===== src/rtl/reg_serial_pkg.sv =====
// Shared types and defaults for the register serial reader.
package reg_serial_pkg;

    localparam int unsigned WIDTH_DEF = 32;
    localparam int unsigned DIV_DEF   = 4;

    typedef enum logic [1:0] {
        IDLE  = 2'd0,
        SHIFT = 2'd1,
        DONE  = 2'd2
    } state_t;

    // Counter width for a modulus/range of n, never narrower than one bit.
    function automatic int unsigned cnt_width(input int unsigned n);
        return (n > 1) ? $clog2(n) : 1;
    endfunction

endpackage


===== src/rtl/bit_tick_counter.sv =====
// DIV-modulo cycle counter: flags the first and last cycle of each bit period.
module bit_tick_counter
    import reg_serial_pkg::*;
#(
    parameter int unsigned DIV = DIV_DEF
) (
    input  logic clk,
    input  logic reset,
    input  logic en,
    output logic first_c,
    output logic last_c
);

    localparam int unsigned CW = cnt_width(DIV);

    logic [CW-1:0] cnt;

    assign first_c = (cnt == '0);
    assign last_c  = (cnt == CW'(DIV - 1));

    always_ff @(posedge clk or negedge reset) begin
        if (!reset) begin
            cnt <= '0;
        end else if (en) begin
            cnt <= last_c ? '0 : cnt + CW'(1);
        end
    end

endmodule


===== src/rtl/reg_serial_reader.sv =====
// Accepts a register word and shifts it out MSB-first, each bit held DIV cycles.
// Define PARITY_EN to append an even-parity slot after the LSB.
module reg_serial_reader
    import reg_serial_pkg::*;
#(
    parameter int unsigned WIDTH = WIDTH_DEF,
    parameter int unsigned DIV   = DIV_DEF
) (
    input  logic             clk,
    input  logic             reset,
    input  logic [WIDTH-1:0] in_data,
    input  logic             in_valid,
    output logic             in_ready,
    output logic             ser_out,
    output logic             ser_en,
    output logic             bit_strobe,
    output logic             done
);

    localparam int unsigned BW = cnt_width(WIDTH);

    state_t           state, state_d;
    logic [WIDTH-1:0] shreg, shreg_d;
    logic [BW-1:0]    bit_idx, bit_idx_d;
    logic             in_ready_d, ser_out_d, ser_en_d, bit_strobe_d, done_d;
    logic             tick_en_c, tick_first_c, tick_last_c;
`ifdef PARITY_EN
    logic             par, par_d, par_slot, par_slot_d;
`endif

    assign tick_en_c = (state == SHIFT);

    bit_tick_counter #(.DIV(DIV)) u_tick (
        .clk     (clk),
        .reset   (reset),
        .en      (tick_en_c),
        .first_c (tick_first_c),
        .last_c  (tick_last_c)
    );

    // Outputs are registered as the values for the cycle following each edge.
    always_comb begin
        state_d      = state;
        shreg_d      = shreg;
        bit_idx_d    = bit_idx;
        in_ready_d   = 1'b0;
        ser_out_d    = 1'b0;
        ser_en_d     = 1'b0;
        bit_strobe_d = 1'b0;
        done_d       = 1'b0;
`ifdef PARITY_EN
        par_d        = par;
        par_slot_d   = par_slot;
`endif
        case (state)
            IDLE: begin
                in_ready_d = 1'b1;
                if (in_valid && in_ready) begin
                    state_d      = SHIFT;
                    shreg_d      = in_data;
                    bit_idx_d    = BW'(WIDTH - 1);
                    in_ready_d   = 1'b0;
                    ser_en_d     = 1'b1;
                    ser_out_d    = in_data[WIDTH-1];
                    bit_strobe_d = 1'b1;
`ifdef PARITY_EN
                    par_d        = ^in_data;
                    par_slot_d   = 1'b0;
`endif
                end
            end
            SHIFT: begin
                ser_en_d  = 1'b1;
                ser_out_d = ser_out;
                if (tick_last_c) begin
                    if (bit_idx != '0) begin
                        // Shift so the next bit is always at the top of the register.
                        bit_idx_d    = bit_idx - BW'(1);
                        shreg_d      = shreg << 1;
                        ser_out_d    = shreg[WIDTH-2];
                        bit_strobe_d = 1'b1;
                    end
`ifdef PARITY_EN
                    else if (!par_slot) begin
                        par_slot_d   = 1'b1;
                        ser_out_d    = par;
                        bit_strobe_d = 1'b1;
                    end
`endif
                    else begin
                        state_d   = DONE;
                        ser_en_d  = 1'b0;
                        ser_out_d = 1'b0;
                        done_d    = 1'b1;
                    end
                end
            end
            DONE: begin
                state_d    = IDLE;
                in_ready_d = 1'b1;
            end
            default: begin
                state_d = IDLE;
            end
        endcase
    end

    always_ff @(posedge clk or negedge reset) begin
        if (!reset) begin
            state      <= IDLE;
            shreg      <= '0;
            bit_idx    <= '0;
            in_ready   <= 1'b0;
            ser_out    <= 1'b0;
            ser_en     <= 1'b0;
            bit_strobe <= 1'b0;
            done       <= 1'b0;
`ifdef PARITY_EN
            par        <= 1'b0;
            par_slot   <= 1'b0;
`endif
        end else begin
            state      <= state_d;
            shreg      <= shreg_d;
            bit_idx    <= bit_idx_d;
            in_ready   <= in_ready_d;
            ser_out    <= ser_out_d;
            ser_en     <= ser_en_d;
            bit_strobe <= bit_strobe_d;
            done       <= done_d;
`ifdef PARITY_EN
            par        <= par_d;
            par_slot   <= par_slot_d;
`endif
        end
    end

    // The strobe register must line up with the tick counter's first cycle.
    strobe_aligned: assert property (@(posedge clk) disable iff (!reset)
        (state == SHIFT) |-> (bit_strobe == tick_first_c));

endmodule


===== config.mk =====
export PLATFORM = sky130hd
export DESIGN_NAME = reg_serial_reader
export DESIGN_NICKNAME = d
export VERILOG_FILES = /design/src/rtl/reg_serial_pkg.sv /design/src/rtl/bit_tick_counter.sv /design/src/rtl/reg_serial_reader.sv
export SDC_FILE = /design/constraint.sdc
export NUM_CORES = 1
export LEC_CHECK = 0
export CAP_MARGIN = 10
export CELL_PAD_IN_SITES_DETAIL_PLACEMENT = 0
export CELL_PAD_IN_SITES_GLOBAL_PLACEMENT = 1
export CORE_MARGIN = 5
export CORE_UTILIZATION = 25
export DETAILED_ROUTE_END_ITERATION = 8
export PLACE_DENSITY_LB_ADDON = 0.1
export SETUP_SLACK_MARGIN = 0.1
export SYNTH_ARGS = -nofsm -noshare
export SYNTH_HDL_FRONTEND = slang
export SYNTH_SLANG_ARGS = --single-unit

===== constraint.sdc =====
create_clock -name clk -period 2.21 [get_ports clk]
set_input_delay 0.442 -clock clk [delete_from_list [all_inputs] [get_ports clk]]
set_output_delay 0.442 -clock clk [all_outputs]
set_load 0.02 [all_outputs]

# [Word-level counts from Yosys, hierarchy flattened]
# Index checks and enable logic that the tools add are counted.
[classes] n_eq_ne=7 reduce_logical=6 n_mux=28 add_sub_neg=2
[ops] operator="2-to-1 mux 31 bit" count=3
[ops] operator="one-hot mux 31 bit (2 select lines)" count=1
[ops] operator="2-to-1 mux 5 bit" count=3
[ops] operator="2-to-1 mux 1 bit" count=11
[ops] operator="one-hot mux 5 bit (2 select lines)" count=1
[ops] operator="2-to-1 mux 2 bit" count=4
[ops] operator="one-hot mux 1 bit (2 select lines)" count=4
[ops] operator="nonzero test 5 bit" count=1
[ops] operator="subtractor 5 x 1 -> 5 bit, second input constant" count=1
[ops] operator="equality test 2 bit, second input constant" count=2
[ops] operator="!= test 2 x 1 -> 1 bit, second input constant" count=2
[ops] operator="!= test 2 bit, second input constant" count=2
[ops] operator="one-hot mux 2 bit (2 select lines)" count=1
[ops] operator="AND reduction 4 bit" count=1
[ops] operator="AND reduction 3 bit" count=1
[ops] operator="adder 2 x 1 -> 2 bit, second input constant" count=1
[ops] operator="equality test 2 x 1 -> 1 bit, second input constant" count=1
[ops] operator="zero test 2 bit" count=1
[ops] operator="nonzero test 2 bit" count=1
[ops] operator="logical AND 1 bit" count=1
[word_totals] word_cells=52 reg_bits=45 out_inout_bits=5 in_bits=35

# [Longest topological paths before layout]
[logic_depth] ltp_word=4 ltp_mapped=7 depth_no_buf=5

# [Hierarchy]
# A second synthesis with hierarchy kept.
[hier_totals] cells_unflattened=161 hier_area_um2=2047.0
[modules_own_cells] module="reg_serial_reader" cells_each=151 instances=1 area_per_inst_um2=1941.9 seq_area_each_um2=1076.0
[modules_own_cells] module="bit_tick_counter" cells_each=10 instances=1 area_per_inst_um2=105.1 seq_area_each_um2=50.0

# [Worst setup path before layout]
# OpenSTA, ideal clock, no wires.
[synth_timing] path_type="reg-to-reg" startpoint="register bit_idx[0]" endpoint="register shreg[21]" path_stages_with_launch=8 required_ns=2.085 path_buffers=2 setup_ns=0.125 synth_period_minus_slack_ns=1.987 arrival_ns=1.862 slack_ns=0.223 cell_sequence="dfrtp_1 -> inv_1 -> ha_1 -> or4b_4 -> a31o_1 -> buf_6 -> buf_6 -> mux2_4"
[synth_via] elab_chain_cells=3
[synth_rtl] element="start, declared" line="reg_serial_reader.sv:24" source="logic [BW-1:0] bit_idx, bit_idx_d;"
[synth_rtl] element="start signal, assigned" line="reg_serial_reader.sv:125" source="bit_idx <= bit_idx_d;"
[synth_rtl] element="nonzero test 5 bit" line="reg_serial_reader.sv:76" source="if (bit_idx != '0) begin"
[synth_rtl] element="!= test 2 x 1 -> 1 bit (no line)"
[synth_rtl] element="AND reduction 4 bit (no line)"
[synth_rtl] element="end signal, assigned" line="reg_serial_reader.sv:124" source="shreg <= shreg_d;"
[synth_rtl] element="end, declared" line="reg_serial_reader.sv:23" source="logic [WIDTH-1:0] shreg, shreg_d;"
# No other way between the ends.
# A chain may end at the register's enable or synchronous reset.

# [Final worst setup path]
[layout_timing] startpoint="register bit_idx[0]" endpoint="register shreg[28]"
# The elaborated chain is that of the path after synthesis.

==> flow_metrics.tcl <==
set metrics [dict create \
    clock_insertion_delay_worst_skew_ns 0.29 \
    crit_path_end_kind "flip-flop" \
    crit_path_max_fanout 17 \
    ant_nets 0 \
    reg2reg_depth 6 \
    final_period_minus_worst_setup_slack_ns 2.03 \
    synthTopCellsByArea "dfrtp_1 (53%), mux2_2 (11%), o221a_2 (8.5%)" \
    wl_per_cell_um 15.0 \
    via_per_inst 4.40 \
    drtPass1Iterations 4 \
    initial_utilization 0.257 \
    antenna_found_initial 0 \
    fp.dieH_um 102 \
    wl_um 4550 \
    cts_tree "done" \
    h-tree-depth 2 \
    rrSetupSlack_ns 0.18 \
    drc 0 \
    fp.dieW_um 102 \
    power_leakage_nw 1.10 \
    cellPowerDensity_nw_per_um2 1270 \
    vias 1339 \
    synthSimpleGateAreaFrac 0.101 \
    core-area_um2 8220 \
    ys_ff_latch 45 \
    tightest_slew_ns 0.717 \
    clkTransAtPathRegs_ns 0.08 \
    synth_common_cells "dfrtp_1 (45), mux2_2 (21), nand2b_1 (16), o221a_2 (16), mux2_4 (10)" \
    place_ws_ns 0.162 \
    synthAdderAreaFrac 0.0118 \
    critical_path_arrival_ns 2.20 \
    synth_area_leader_cell "dfrtp_1" \
    io_pins 40 \
    yosysTopAreaCellShare 0.533 \
    worstReg2RegEnd "shreg[28]$_DFFE_PN0P_" \
    drt-met1-wl_um 2140 \
    grt_pass1_vias 1444 \
    syn_area_um2 2110 \
    cts_setup_buffers 0 \
    placed_area_um2 2650 \
    met3_length_um 162 \
    synth_top_family_by_area "multiplexers" \
    grt_pass1_wl_um 7450 \
    synth_edf_count 0 \
    max_clock_freq_ghz 0.494 \
    cts-buffers-inserted 5 \
    grt_max_degree 46 \
    cts_root_buffer "clkbuf_8" \
    drive_gt1_frac 0.342 \
    track_usage 0.0920 \
    finalHoldViolCount 0 \
    multiInputGateArea_um2 930 \
    clock_path_buffers 2 \
    finalSetupTns_ns 0 \
    grt.overflow.total 0 \
    highest_layer "met4" \
    drt_iter0_drc 69 \
    clock_sinks 45 \
    io_buffers 39 \
    area_growth_syn_to_layout_pct 33.0 \
    ir_drop_v 0.000402 \
    synthXorXnorAreaFrac 0 \
    ys.flop_type "dfrtp_1" \
    hold_path_class "input pin to asynchronous set/reset pin" \
    crit_type "flip-flop to flip-flop" \
    n_antenna_cell 0 \
    slew_headroom 0.515 \
    wl_met2_um 2200 \
    design_area_um2 2810 \
    synth-compound-area-share 0.121 \
    required_ns 2.38 \
    clock_skew_ns 0.00914 \
    seq_area_frac_synth 0.533 \
    syn-num-nets 192 \
    maxCapViolCount 0 \
    slew_violations 0 \
    yosys_warnings 0 \
    gp_congestion 0.715 \
    rsz0062_at_grt "no" \
    placementRows 33 \
    setup_slack_ns 0.184 \
    synthCells 155 \
    seq_area_um2 1130 \
    nets 235 \
    setup_viol 0 \
    r2r_start "bit_idx[0]$_DFFE_PN0P_" \
    hpwl_um 3030 \
    async_reset_ff_frac 1.00 \
    final_util 0.342 \
    nFillCells 817 \
    synth_cell_type_count 31 \
    dieArea_um2 10400 \
    syn_avg_cell_area_um2 13.6 \
    muxShareOfSynthArea 0.188 \
    status "finished clean" \
    finalPower_mw 3.58 \
    crit_path_start_kind "flip-flop" \
    yosys.cell_count.top_type "dfrtp_1" \
    min_period_over_period 0.917 \
]
[flip-flops by register name, indices dropped and copies added, names as in the netlist]
register    flops
bit_idx         5
bit_strobe      1
done            1
in_ready        1
ser_en          1
ser_out         1
shreg          31
state           2
u_tick.cnt      2
[logic make-up (layout without fill, tap and decap cells)]
group           Yosys count  count (layout)
fa+ha+maj                 2               2
buf+inv                  16              60
flops                    45              45
simple gates             34              34
compound gates           26              26
mux                      32              32
[timing repair]
action | 4_1_cts | 5_1_grt
endpoints found under the setup margin | 0 | 19
gates resized for setup | 0 | 4
hold endpoints to repair | 0 | 0
hold buffers | 0 | 0
[worst max-delay path: stages, from the launching register on]
cell	delay (ns)
dfrtp_1	0.39
inv_1	0.12
ha_4	0.16
or4b_4	0.49
a31o_4	0.29
buf_12	0.16
mux2_4	0.30
[worst max path at each step]
stage / endpoint / depth (start not counted) / startpoint
3_3_place_gp: shreg[27]$_DFFE_PN0P_ / 6 / bit_idx[0]$_DFFE_PN0P_
4_1_cts: shreg[28]$_DFFE_PN0P_ / 6 / bit_idx[0]$_DFFE_PN0P_
2_1_floorplan: shreg[21]$_DFFE_PN0P_ / 7 / bit_idx[0]$_DFFE_PN0P_
6_report: shreg[28]$_DFFE_PN0P_ / 6 / bit_idx[0]$_DFFE_PN0P_
5_1_grt: shreg[28]$_DFFE_PN0P_ / 6 / bit_idx[0]$_DFFE_PN0P_
3_5_place_dp: shreg[19]$_DFFE_PN0P_ / 5 / in_valid
[stage by stage]
stage	std cells	hold WS [ns]
finish	304	0.118
detailed placement	295	0.453
global route	304	0.129
floorplan	155	0.146
CTS	303	0.124
global placement	295	0.442
[final cells by class]
class | count | share of cell area
Clock buffer | 7 | 0.0307
Clock inverter | 1 | 0.0107
Inverter | 5 | 0.00668
Multi-Input combinational cell | 94 | 0.331
Sequential cell | 45 | 0.401
Tap cell | 105 | 0.0467
Timing Repair Buffer | 47 | 0.174
[where the power goes]
part | internal [mW] | switching, mW
clock network | 0.369 | 0.267
logic | 0.962 | 0.583
registers | 1.19 | 0.212
total | 2.52 | 1.06
[layer usage]
layer	up-vias	GRT usage
li1	655	-
met1	657	0.127
met2	23	0.141
met3	4	0.0246
met4	0	0.0303
met5	-	0
[layout by cell type, fill, tap and decap left out]
cell,netlist,final
nor2_1,2,2
clkbuf_16,0,1
and3_1,3,3
or4b_4,1,1
clkbuf_1,4,1
ha_1,2,1
o221a_2,16,16
buf_12,0,2
nor4bb_4,0,1
dfrtp_1,45,45
a21o_1,3,3
nor3_1,1,1
mux2i_1,1,1
a22o_1,1,1
a31o_4,0,1
nand2_1,3,3
a2bb2oi_1,1,1
buf_4,1,5
bufinv_16,0,1
o22ai_1,1,1
nor2b_2,0,1
nand3_1,2,2
clkbuf_8,0,6
buf_2,2,1
mux2_2,21,21
nand4_1,1,1
nand4b_1,1,1
ha_4,0,1
o21ai_0,1,1
nor2b_1,2,1
a31oi_1,1,1
a221o_1,1,1
inv_1,5,5
clkdlybuf4s50_1,0,38
mux2_4,10,10
nand2b_1,16,16
nor4b_1,1,1
Power figures use the tool's default switching activity.
